### src/rtl/fir_pkg.sv
// Shared definitions for the parametrised FIR family.
//   clog2       : ceiling log2, used for the tap-address width and accumulator growth
//   acc_width   : accumulator width for a given data width, coefficient width and tap count
//   DefCoef     : value every coefficient takes at reset (+1)
//   sample_t / coef_t : signed sample and coefficient types at the default widths
package fir_pkg;

  localparam int unsigned DefDataW = 8;
  localparam int unsigned DefCoefW = 8;
  localparam int          DefCoef  = 1;

  typedef logic signed [DefDataW-1:0] sample_t;
  typedef logic signed [DefCoefW-1:0] coef_t;

  function automatic int unsigned clog2(input int unsigned n);
    int unsigned r;
    int unsigned p;
    r = 0;
    p = 1;
    while (p < n) begin
      p = p * 2;
      r = r + 1;
    end
    return r;
  endfunction

  // Full-precision sum of taps products of data_w x coef_w bits.
  function automatic int unsigned acc_width(input int unsigned data_w,
                                            input int unsigned coef_w,
                                            input int unsigned taps);
    return data_w + coef_w + clog2(taps);
  endfunction

endpackage

### src/rtl/fir_round_sat.sv
// Combinational output stage: round-half-up, arithmetic right shift, then limit to OUT_W.
// Build option: FIR_FILTER_SAT_EN defined -> saturate to the signed OUT_W range;
//               undefined -> keep the low OUT_W bits (two's-complement wrap).
// Ports:
//   acc    in  ACC_W  signed accumulator
//   result out OUT_W  signed scaled and limited sample
// Assumes OUT_W <= ACC_W.
module fir_round_sat #(
  parameter int unsigned ACC_W     = 19,
  parameter int unsigned OUT_W     = 8,
  parameter int unsigned OUT_SHIFT = 0
) (
  input  logic signed [ACC_W-1:0] acc,
  output logic signed [OUT_W-1:0] result
);

  // One guard bit so adding the rounding constant can never overflow.
  localparam int unsigned ExtW = ACC_W + 1;

  logic signed [ExtW-1:0] ext;
  logic signed [ExtW-1:0] scaled;

  assign ext = ExtW'(acc);

  if (OUT_SHIFT > 0) begin : g_round
    localparam logic signed [ExtW-1:0] Half = ExtW'(1) << (OUT_SHIFT - 1);
    assign scaled = (ext + Half) >>> OUT_SHIFT;
  end else begin : g_pass
    assign scaled = ext;
  end

`ifdef FIR_FILTER_SAT_EN
  localparam logic signed [ExtW-1:0] Max = {{(ExtW-OUT_W+1){1'b0}}, {(OUT_W-1){1'b1}}};
  localparam logic signed [ExtW-1:0] Min = {{(ExtW-OUT_W+1){1'b1}}, {(OUT_W-1){1'b0}}};

  always_comb begin
    result = scaled[OUT_W-1:0];
    if (scaled > Max) begin
      result = Max[OUT_W-1:0];
    end else if (scaled < Min) begin
      result = Min[OUT_W-1:0];
    end
  end
`else
  logic unused_hi;
  assign unused_hi = ^scaled[ExtW-1:OUT_W];
  assign result    = scaled[OUT_W-1:0];
`endif

endmodule

### src/rtl/fir_filter_param.sv
// Parametrised signed direct-form FIR with runtime-loadable coefficients and
// valid/ready handshakes on both sides.
// Pipeline: acceptance edge registers products of the post-shift history (S1);
// the next edge registers the rounded/scaled/limited sum (S2 = output register).
// Build option: FIR_FILTER_SAT_EN selects output saturation instead of wrap.
// Ports:
//   clk, rst                   clock (rising edge), asynchronous active-low reset
//   in_valid/in_ready/in_data  sample input handshake
//   out_valid/out_ready/out_data filtered output handshake
//   coef_we/coef_addr/coef_data coefficient write port (addresses >= TAPS ignored)
module fir_filter_param
  import fir_pkg::*;
#(
  parameter int unsigned DATA_W    = 8,
  parameter int unsigned COEF_W    = 8,
  parameter int unsigned TAPS      = 5,
  parameter int unsigned OUT_W     = 8,
  parameter int unsigned OUT_SHIFT = 0
) (
  input  logic                     clk,
  input  logic                     rst,
  input  logic                     in_valid,
  output logic                     in_ready,
  input  logic signed [DATA_W-1:0] in_data,
  output logic                     out_valid,
  input  logic                     out_ready,
  output logic signed [OUT_W-1:0]  out_data,
  input  logic                     coef_we,
  input  logic [clog2(TAPS)-1:0]   coef_addr,
  input  logic signed [COEF_W-1:0] coef_data
);

  localparam int unsigned ProdW = DATA_W + COEF_W;
  localparam int unsigned AccW  = acc_width(DATA_W, COEF_W, TAPS);

  logic signed [DATA_W-1:0] hist_q [TAPS];
  logic signed [DATA_W-1:0] hist_d [TAPS];
  logic signed [COEF_W-1:0] coef_q [TAPS];
  logic signed [ProdW-1:0]  prod_q [TAPS];
  logic                     s1_valid_q;
  logic                     out_valid_q;
  logic signed [OUT_W-1:0]  out_data_q;
  logic signed [AccW-1:0]   acc;
  logic signed [OUT_W-1:0]  scaled;
  logic                     stall;
  logic                     accept;

  // A full pipeline freezes as a whole while the output is held.
  assign stall    = out_valid_q & ~out_ready;
  assign in_ready = ~stall;
  assign accept   = in_valid & in_ready;

  // History as it will look after this edge's shift.
  always_comb begin
    hist_d[0] = in_data;
    for (int k = 1; k < TAPS; k++) begin
      hist_d[k] = hist_q[k-1];
    end
  end

  always_comb begin
    acc = '0;
    for (int k = 0; k < TAPS; k++) begin
      acc = acc + AccW'(prod_q[k]);
    end
  end

  fir_round_sat #(
    .ACC_W    (AccW),
    .OUT_W    (OUT_W),
    .OUT_SHIFT(OUT_SHIFT)
  ) u_round_sat (
    .acc   (acc),
    .result(scaled)
  );

  // Delay line and coefficient bank. Writes land even during stall; products
  // formed on the same edge still see the old coefficient.
  always_ff @(posedge clk or negedge rst) begin
    if (!rst) begin
      for (int k = 0; k < TAPS; k++) begin
        hist_q[k] <= '0;
        coef_q[k] <= COEF_W'(DefCoef);
      end
    end else begin
      if (accept) begin
        for (int k = 0; k < TAPS; k++) begin
          hist_q[k] <= hist_d[k];
        end
      end
      if (coef_we && (32'(coef_addr) < TAPS)) begin
        coef_q[coef_addr] <= coef_data;
      end
    end
  end

  // S1: products.
  always_ff @(posedge clk or negedge rst) begin
    if (!rst) begin
      s1_valid_q <= 1'b0;
      for (int k = 0; k < TAPS; k++) begin
        prod_q[k] <= '0;
      end
    end else if (!stall) begin
      s1_valid_q <= accept;
      if (accept) begin
        for (int k = 0; k < TAPS; k++) begin
          prod_q[k] <= ProdW'(coef_q[k]) * ProdW'(hist_d[k]);
        end
      end
    end
  end

  // S2: output register. Not stalled means the current output (if any) is
  // being taken, so a new S1 result replaces it or out_valid drops.
  always_ff @(posedge clk or negedge rst) begin
    if (!rst) begin
      out_valid_q <= 1'b0;
      out_data_q  <= '0;
    end else if (!stall) begin
      if (s1_valid_q) begin
        out_valid_q <= 1'b1;
        out_data_q  <= scaled;
      end else begin
        out_valid_q <= 1'b0;
      end
    end
  end

  assign out_valid = out_valid_q;
  assign out_data  = out_data_q;

endmodule

### config.mk
export PLATFORM = sky130hd
export DESIGN_NAME = fir_filter_param
export DESIGN_NICKNAME = d
export VERILOG_FILES = /design/src/rtl/fir_pkg.sv /design/src/rtl/fir_round_sat.sv /design/src/rtl/fir_filter_param.sv
export SDC_FILE = /design/constraint.sdc
export NUM_CORES = 1
export LEC_CHECK = 0
export ABC_AREA = 1
export CORE_ASPECT_RATIO = 1.75
export CORE_UTILIZATION = 60
export CTS_CLUSTER_DIAMETER = 120
export DETAILED_ROUTE_END_ITERATION = 7
export HOLD_SLACK_MARGIN = 0.05
export PLACE_DENSITY = 0.87
export REMOVE_ABC_BUFFERS = 1
export SYNTH_ARGS = -nofsm -noshare
export SYNTH_HDL_FRONTEND = slang
export SYNTH_SLANG_ARGS = --single-unit
export TNS_END_PERCENT = 10
### constraint.sdc
create_clock -name clk -period 9.5 [get_ports clk]
set_input_delay 1.425 -clock clk [delete_from_list [all_inputs] [get_ports clk]]
set_output_delay 1.425 -clock clk [all_outputs]
set_load 0.005 [all_outputs]
==> impl_metrics.toml, run 1 <==
[outcome]
status = "complete, no violations"

[logic_synthesis]
ys_ff_latch = 122
syn_area_um2 = 10700
synth.distinct_cells = 27
synthCells = 1425
syn_avg_cell_area_um2 = 7.53
ys_warn_count = 0
yosysSeqAreaShare = 0.285

[detailed_routing]
drc = 0
wl_mm = 24.8
viasPerCell = 5.24
vias = 8788
dr.pass1.iters = 5
drt-initial-drc-count = 475
wl_per_cell_um = 14.8
ant_nets = 0

[sta]
report.final.hold_viol_count = 0
period_minus_slack_ns = 5.05
layout_setup_ws_ns = 4.45
finalCritPeriodShare = 0.532
hold_ws_ns = 0.466
worstMarginPinSlew_ns = 1.14
finClkSkew_ns = 0.00647
fmaxAchievable_mhz = 198
finalSetupViolCount = 0
slew_violations = 0
slew_headroom = 0.238
rsz0062_at_grt = "no"
tns_ns = 0

[layout]
final_cell_mix = "495 x nand2_1, 337 x inv_1, 117 x dfrtp_1"
layout_commonest_cell = "nand2_1"
nFillCells = 1417
num_antenna_cells = 0
final_nets = 1640
drive_gt1_frac = 0.0470
syn_to_final_growth_pct = 8.68

[clock_network]
path_clk_slew_ns = 0.06
clockBufferDepth = 2
cts_hold_buf = 0
clock_latency_ns = 0.42
cts_buffers = 17
clock_sinks = 122
cts_max_level = 4
cts_setup_buffers = 0
cts_resized = 0
cts_root_buf = "clkbuf_16"
cts_tree = "yes"

[critical_path]
r2r_cells = 18
cp.arrival_ns = 5.36
required_ns = 9.81
reg2reg_from = "coef_q[25]$_DFFE_PN0P_"
start_kind = "input pin"
crit_type = "in2reg"
r2r_slack_ns = 5.20
path_max_fanout = 8
r2r-end = "prod_q[55]$_DFFE_PN0P_"
crit_path_end_kind = "flip-flop"

[hold_path]
hp-start = "out_data[2]$_DFFE_PN0P_"
whs_path_depth = 2
min_to = "out_data[2]$_DFFE_PN0P_"
hold_path.class = "reg2reg"

[die]
die_area_um2 = 18400
start_util = 0.614
num_rows = 64
fp.dieW_um = 103
io_pins = 34
fp.coreArea_um2 = 17500
die_h_um = 179

[pwr]
power_mw = 3.16
p_leak_nw = 7.04
vdd.ir_drop.worst_uv = 203
p_per_area_nw_per_um2 = 271

[global_route]
grt.overflow.total = 0
grt_pass1_vias = 8678
antenna_found_initial = 0
grt_use_total = 0.295
grt_start_max_net_pins = 75
grt_pass1_wl_mm = 40.5

[job]
maxCapViolations = 0

[place]
place_congestion = 0.903
dp_hpwl_mm = 18.9
dp_slack_ns = 3.99
port_buffers = 33
[report_power, final]
| part | internal, mW | switching [mW] |
|---|---|---|
| registers | 0.671 | 0.176 |
| clock network | 0.366 | 0.247 |
| logic | 0.687 | 1.01 |
| total | 1.72 | 1.44 |
[metal layers]
layer / vias up / GRT usage / part of all wire
li1: 4201 / - / -
met2: 327 / 0.538 / 0.54
met4: 0 / 0.183 / 0.070
met1: 4143 / 0.311 / 0.34
met3: 117 / 0.0452 / 0.049
met5: - / 0 / 0
[cell usage after synthesis, drive strengths merged]
cell type / n / area, µm²
dfrtp: 117 / 2930
inv: 349 / 1310
fa: 80 / 1600
o21ai: 91 / 455
nand2: 508 / 1940
clkinv: 4 / 15.0
nand3b: 6 / 45.0
dfstp: 5 / 131
buf: 35 / 203
a21oi: 7 / 35.0
nand3: 53 / 265
ha: 103 / 1290
nand4: 3 / 18.8
xor2: 25 / 226
clkbuf: 11 / 61.3
nor2: 9 / 36.3
or2: 2 / 12.5
xnor2: 17 / 156
[worst max-delay path: stages]
cell	delay [ns]
clkdlybuf4s50_1	0.67
nand2_1	0.12
fa_1	0.40
fa_1	0.57
fa_1	0.46
fa_1	0.55
inv_1	0.04
ha_1	0.32
a21oi_1	0.13
nand2_1	0.10
xor2_2	0.17
inv_1	0.05
nand3_1	0.10
nand3_1	0.09
nand3_1	0.09
nand2_1	0.06
[sequential cells by signal (all words and copies together) (netlist names)]
signal,flops
prod_q,40
s1_valid_q,1
coef_q,40
hist_d,32
out_valid,1
out_data,8
[metrics by stage]
stage,area [µm²],util,cells
after floorplan,10500,-,1379
after detailed placement,11100,0.636,1645
after global placement,11100,0.636,1645
after CTS,11700,0.668,1677
final,11700,0.668,1677
after global routing,11700,0.668,1677
[layout make-up]
class	instances	area [µm²]	area share
inverter	353	1330	0.114
sequential	122	3060	0.262
tap	231	289	0.0248
clock buffer	18	439	0.0377
multi-input combinational	904	6080	0.522
clock inverter	14	121	0.0104
timing repair buffer	35	343	0.0294
[cell families (layout without fill, tap and decap cells)]
| family | count (synthesis) | after routing | share of synthesized area |
|---|---|---|---|
| simple gates | 581 | 581 | 0.216 |
| buf+inv | 399 | 420 | 0.148 |
| fa+ha+maj | 183 | 183 | 0.269 |
| flops | 122 | 122 | 0.285 |
| compound gates | 98 | 98 | 0.0457 |
| xor+xnor | 42 | 42 | 0.0357 |
[worst max path at each step]
stage / start / to / slack (ns) / depth (start not counted)
6_report: in_data[2] / prod_q[71]$_DFFE_PN0P_ / 4.45 / 16
5_1_grt: in_data[4] / prod_q[71]$_DFFE_PN0P_ / 4.21 / 16
4_1_cts: in_data[2] / prod_q[71]$_DFFE_PN0P_ / 4.43 / 16
3_5_place_dp: in_data[2] / prod_q[71]$_DFFE_PN0P_ / 3.99 / 16
3_3_place_gp: in_data[4] / prod_q[71]$_DFFE_PN0P_ / 4.10 / 17
2_1_floorplan: in_data[4] / prod_q[71]$_DFFE_PN0P_ / 4.85 / 16
No activity file was read; power rests on OpenSTA's default activity.
==> inputs of run 2 (changes only) <==
clock period = 5 ns   (was 9.5 ns; I/O delays follow)
==> impl_metrics.toml, run 2 (synthesis results as in run 1) <==
[outcome]
status = "complete, no violations"

[critical_path]
path_max_fanout = 5
crit_path_end_kind = "flip-flop"
cp.arrival_ns = 4.67
start_kind = "input pin"
cp_num_buf_inv = 3
required_ns = 5.31
worst_path_largest_cell_delay_ns = 0.59
path_cells = "clkdlybuf4s50_1 -> nand2_1 -> fa_1 -> fa_1 -> fa_1 -> fa_1 -> inv_1 -> ha_1 -> a21oi_1 -> nand2_1 -> xor2_2 -> inv_1 -> nand3_1 -> nand2_1 -> nand2_1 -> nand3_1 -> nand2_1"
crit_top_cell = "nand2_1"
crit_type = "in2reg"
slowest_stage = "clkdlybuf4s50_1"
path_delay_family = "adder cells"

[pwr]
power.switching_mw = 2.77
p_int_mw = 3.38
p_leak_nw = 7.07
sequentialPowerShare = 0.263
comb_power_share = 0.534
clockPowerShare = 0.204
vdd.ir_drop.worst_uv = 389
p_sw_frac = 0.450
p_per_area_nw_per_um2 = 525

[die]
die_h_um = 179
io_pins = 34
fp.coreArea_um2 = 17500
fp.dieW_um = 103
start_util = 0.614
num_rows = 64
die_area_um2 = 18400

[sta]
finalSetupViolCount = 0
slew_violations = 0
rsz0062_at_grt = "no"
finalCritPeriodShare = 0.873
worstMarginPinSlew_ns = 0.785
fmaxAchievable_mhz = 229
layout_setup_ws_ns = 0.634
slew_headroom = 0.476
report.final.hold_viol_count = 0
period_minus_slack_ns = 4.37
tns_ns = 0
finClkSkew_ns = 0.00928

[global_route]
grt_start_max_net_pins = 74
grt.overflow.total = 0
antenna_found_initial = 0
grt_pass1_vias = 8970
grt_use_total = 0.308
grt_pass1_wl_mm = 42.0

[detailed_routing]
wl_mm = 25.5
drt-initial-drc-count = 587
drc = 0
ant_nets = 0
dr.pass1.iters = 7
wl_per_cell_um = 15.2
viasPerCell = 5.32
vias = 8930

[job]
maxCapViolations = 0

[layout]
final_cell_mix = "495 x nand2_1, 337 x inv_1, 117 x dfrtp_1"
layout_commonest_cell = "nand2_1"
drive_gt1_frac = 0.0483
num_antenna_cells = 0
nFillCells = 1398
final_nets = 1643
syn_to_final_growth_pct = 9.26

[place]
dp_hpwl_mm = 19.2
dp_slack_ns = 0.203
place_congestion = 0.893
port_buffers = 33

[clock_network]
cts_tree = "yes"
path_clk_slew_ns = 0.06
clock_latency_ns = 0.42
cts_hold_buf = 0
cts_setup_buffers = 0
cts_buffers = 17
cts_root_buf = "clkbuf_16"
cts_max_level = 4
clock_sinks = 122
cts_resized = 0
clockBufferDepth = 2

[hold_path]
hold_path.class = "in2async"
==> run 2: layout make-up <==
cell class	count	area [µm²]	share of cell area
Tap cell	231	289	0.0247
Clock buffer	18	429	0.0366
Timing Repair Buffer	38	365	0.0312
Multi-Input combinational cell	904	6080	0.519
Inverter	353	1330	0.113
Sequential cell	122	3060	0.261
Clock inverter	14	171	0.0146
==> run 2: power groups by stage <==
stage / Clock (mW) / Combinational, mW / Sequential, mW
final: 1.25 / 3.28 / 1.61
after global routing: 1.30 / 3.77 / 1.64
after global placement: 0 / 3.06 / 1.60
after floorplan: 0 / 2.37 / 1.50
after detailed placement: 0 / 3.18 / 1.61
after CTS: 1.26 / 3.30 / 1.60
==> run 2: worst reg2reg max path: cells and delay by family, from the launching register on <==
family / cells / cell delay (ns)
fa+ha+maj: 5 / 2.39
buf+inv: 3 / 0.18
flops: 1 / 0.51
simple gates: 11 / 1.00
==> run 2: path summary, 6_finish.rpt <==
kind | startpoint | endpoint | slack [ns] | depth (start not counted)
max | in_data[4] | prod_q[71]$_DFFE_PN0P_ | 0.63 | 17
min | rst | prod_q[70]$_DFFE_PN0P_ | 0.37 | 1
max reg2reg | coef_q[25]$_DFFE_PN0P_ | prod_q[55]$_DFFE_PN0P_ | 0.77 | 19
min reg2reg | s1_valid_q$_DFFE_PN0N_ | out_valid$_DFFE_PN0N_ | 0.47 | 2
max in group asynchronous | rst | prod_q[48]$_DFFE_PN0P_ | 3.57 | 2
min in group clk | s1_valid_q$_DFFE_PN0N_ | out_valid$_DFFE_PN0N_ | 0.47 | 2
==> run 2: layer usage <==
metal / vias to the layer above / track usage / routed length [µm]
met5: - / 0 / 0
met4: 0 / 0.246 / 2200
met3: 152 / 0.0456 / 1100
met2: 337 / 0.546 / 13300
met1: 4228 / 0.313 / 8800
li1: 4213 / - / -
==> run 2: through the flow <==
step                 util  instances  hold slack [ns]  cell area, µm²  total power [mW]
floorplan               -       1379            0.441           10500              3.88
global placement    0.637       1648            0.456           11100              4.66
detailed placement  0.637       1648            0.462           11100              4.79
CTS                 0.671       1680            0.390           11700              6.16
global route        0.671       1680            0.431           11700              6.71
finish              0.671       1680            0.373           11700              6.15
==> inputs of run 3 (changes only) <==
ABC_AREA = 0   (was 1)
==> impl_metrics.toml, run 3 <==
[job]
maxCapViolations = 0

[critical_path]
required_ns = 5.30
r2r_slack_ns = 0.39
crit_type = "in2reg"
path_max_fanout = 6
start_kind = "input pin"
r2r_cells = 14
crit_path_end_kind = "flip-flop"
worst_path_largest_cell_delay_ns = 0.60
reg2reg_from = "coef_q[0]$_DFFE_PN1P_"
path_cells = "clkdlybuf4s50_1 -> nand2_1 -> fa_1 -> fa_1 -> inv_1 -> ha_1 -> inv_1 -> fa_1 -> inv_1 -> ha_1 -> a21o_1 -> a21oi_1 -> xnor3_1 -> xnor3_1 -> mux2_2"
slowest_stage = "clkdlybuf4s50_1"
path_delay_family = "adder cells"
cp_num_buf_inv = 4
cp.arrival_ns = 5.12
r2r-end = "prod_q[7]$_DFFE_PN0P_"

[global_route]
grt_start_max_net_pins = 91
grt.overflow.total = 0
grt_pass1_wl_mm = 35.9
grt_pass1_vias = 7173
antenna_found_initial = 1
grt_use_total = 0.280

[clock_network]
cts_tree = "yes"
cts_setup_buffers = 0
clock_latency_ns = 0.42
cts_hold_buf = 0
clock_sinks = 122
clockBufferDepth = 2
cts_root_buf = "clkbuf_16"
path_clk_slew_ns = 0.06
cts_buffers = 17
cts_resized = 0
cts_max_level = 4

[sta]
finalSetupViolCount = 0
slew_violations = 0
fmaxAchievable_mhz = 207
period_minus_slack_ns = 4.83
tns_ns = 0
finalCritPeriodShare = 0.966
report.final.hold_viol_count = 0
finClkSkew_ns = 0.00850
worstMarginPinSlew_ns = 1.10
rsz0062_at_grt = "no"
slew_headroom = 0.267
layout_setup_ws_ns = 0.171

[logic_synthesis]
ys_ff_latch = 122
yosysTopAreaCell = "dfrtp_1"
yosysTopAreaCellShare = 0.294
synth_ff_type = "dfrtp_1"
yosysSeqAreaShare = 0.307
synthTopCellsByCount = "158 x inv_1, 117 x dfrtp_1, 103 x and2_1, 103 x ha_1, 98 x mux2_2"
synthMostInstantiatedCell = "inv_1"
synthMuxAreaShare = 0.111
synth_top_family_by_area = "adder cells"
netlist_top_cells_area = "dfrtp_1 29%, fa_1 16%, ha_1 13%"
synthCells = 916
syn_avg_cell_area_um2 = 10.9
synth_xor_area_frac = 0.0894
synth-simple-area-share = 0.114
synth.distinct_cells = 27
syn_area_um2 = 9970
synth_edf_count = 0
synth_fa_ha_area_frac = 0.290
async_flop_share = 1.00
synth_compound_gate_area_share = 0.0241
ys_warn_count = 0

[detailed_routing]
wl_mm = 22.2
drc = 0
drt-initial-drc-count = 379
ant_nets = 0
wl_per_cell_um = 19.0
vias = 6679
viasPerCell = 5.71
dr.pass1.iters = 6

[layout]
final_nets = 1171
utilization = 0.686
syn_to_final_growth_pct = 12.1
nFillCells = 1076
drive_gt1_frac = 0.156
layout_commonest_cell = "inv_1"
postLayoutCellArea_um2 = 11200
final_cell_mix = "158 x inv_1, 117 x dfrtp_1, 103 x and2_1, 103 x ha_1, 98 x mux2_2"

[die]
num_rows = 62
fp.coreArea_um2 = 16300
die_h_um = 172
die_area_um2 = 17100
io_pins = 34
fp.dieW_um = 99.4
start_util = 0.612

[place]
dp_slack_ns = -0.218
place_congestion = 0.841
dp_hpwl_mm = 16.2
port_buffers = 33
place_area_um2 = 10600

[hold_path]
hold_path.class = "in2async"

[outcome]
status = "complete, no violations"
-- run 3: area by class of cell --
type,instances,area (µm²),share of cell area
antenna,1,2.50,0.000224
clock buffer,22,474,0.0425
clock inverter,10,141,0.0127
inverter,158,593,0.0531
multi-input combinational,624,6270,0.561
sequential,122,3060,0.274
tap,192,240,0.0215
timing repair buffer,41,388,0.0347
-- run 3: worst max path at each step --
stage | to | from | cells after the start
after detailed placement | prod_q[71]$_DFFE_PN0P_ | in_data[2] | 15
after global placement | prod_q[71]$_DFFE_PN0P_ | in_data[2] | 15
after global routing | prod_q[71]$_DFFE_PN0P_ | in_data[2] | 15
final | prod_q[71]$_DFFE_PN0P_ | in_data[2] | 15
after floorplan | prod_q[71]$_DFFE_PN0P_ | in_data[4] | 14
after CTS | prod_q[71]$_DFFE_PN0P_ | in_data[2] | 15
-- run 3: kinds of logic after synthesis --
family | Yosys count
buffers and inverters | 170
adder cells (fa/ha/maj) | 183
AO/OA/AOI/OAI | 42
AND/OR/NAND/NOR | 215
multiplexers | 98
flip-flops | 122
XOR/XNOR | 86
-- run 3: metrics by stage --
stage,hold WS (ns),instances
after floorplan,0.450,904
after global placement,0.465,1137
after detailed placement,0.470,1137
after CTS,0.212,1169
after global routing,0.228,1169
final,0.201,1170
-- run 3: per-layer routing --
| metal | track usage | wire length [µm] | share of wire | vias to the layer above |
|---|---|---|---|---|
| met5 | 0 | 0 | 0 | - |
| met4 | 0.165 | 1320 | 0.060 | 0 |
| met3 | 0.0445 | 778 | 0.035 | 90 |
| met2 | 0.532 | 12400 | 0.56 | 206 |
| met1 | 0.286 | 7730 | 0.35 | 3403 |
| li1 | - | - | - | 2980 |
Power of run 3 is not shown: default switching activity piles up to over one toggle a cycle in this logic, so the estimate is an artifact.
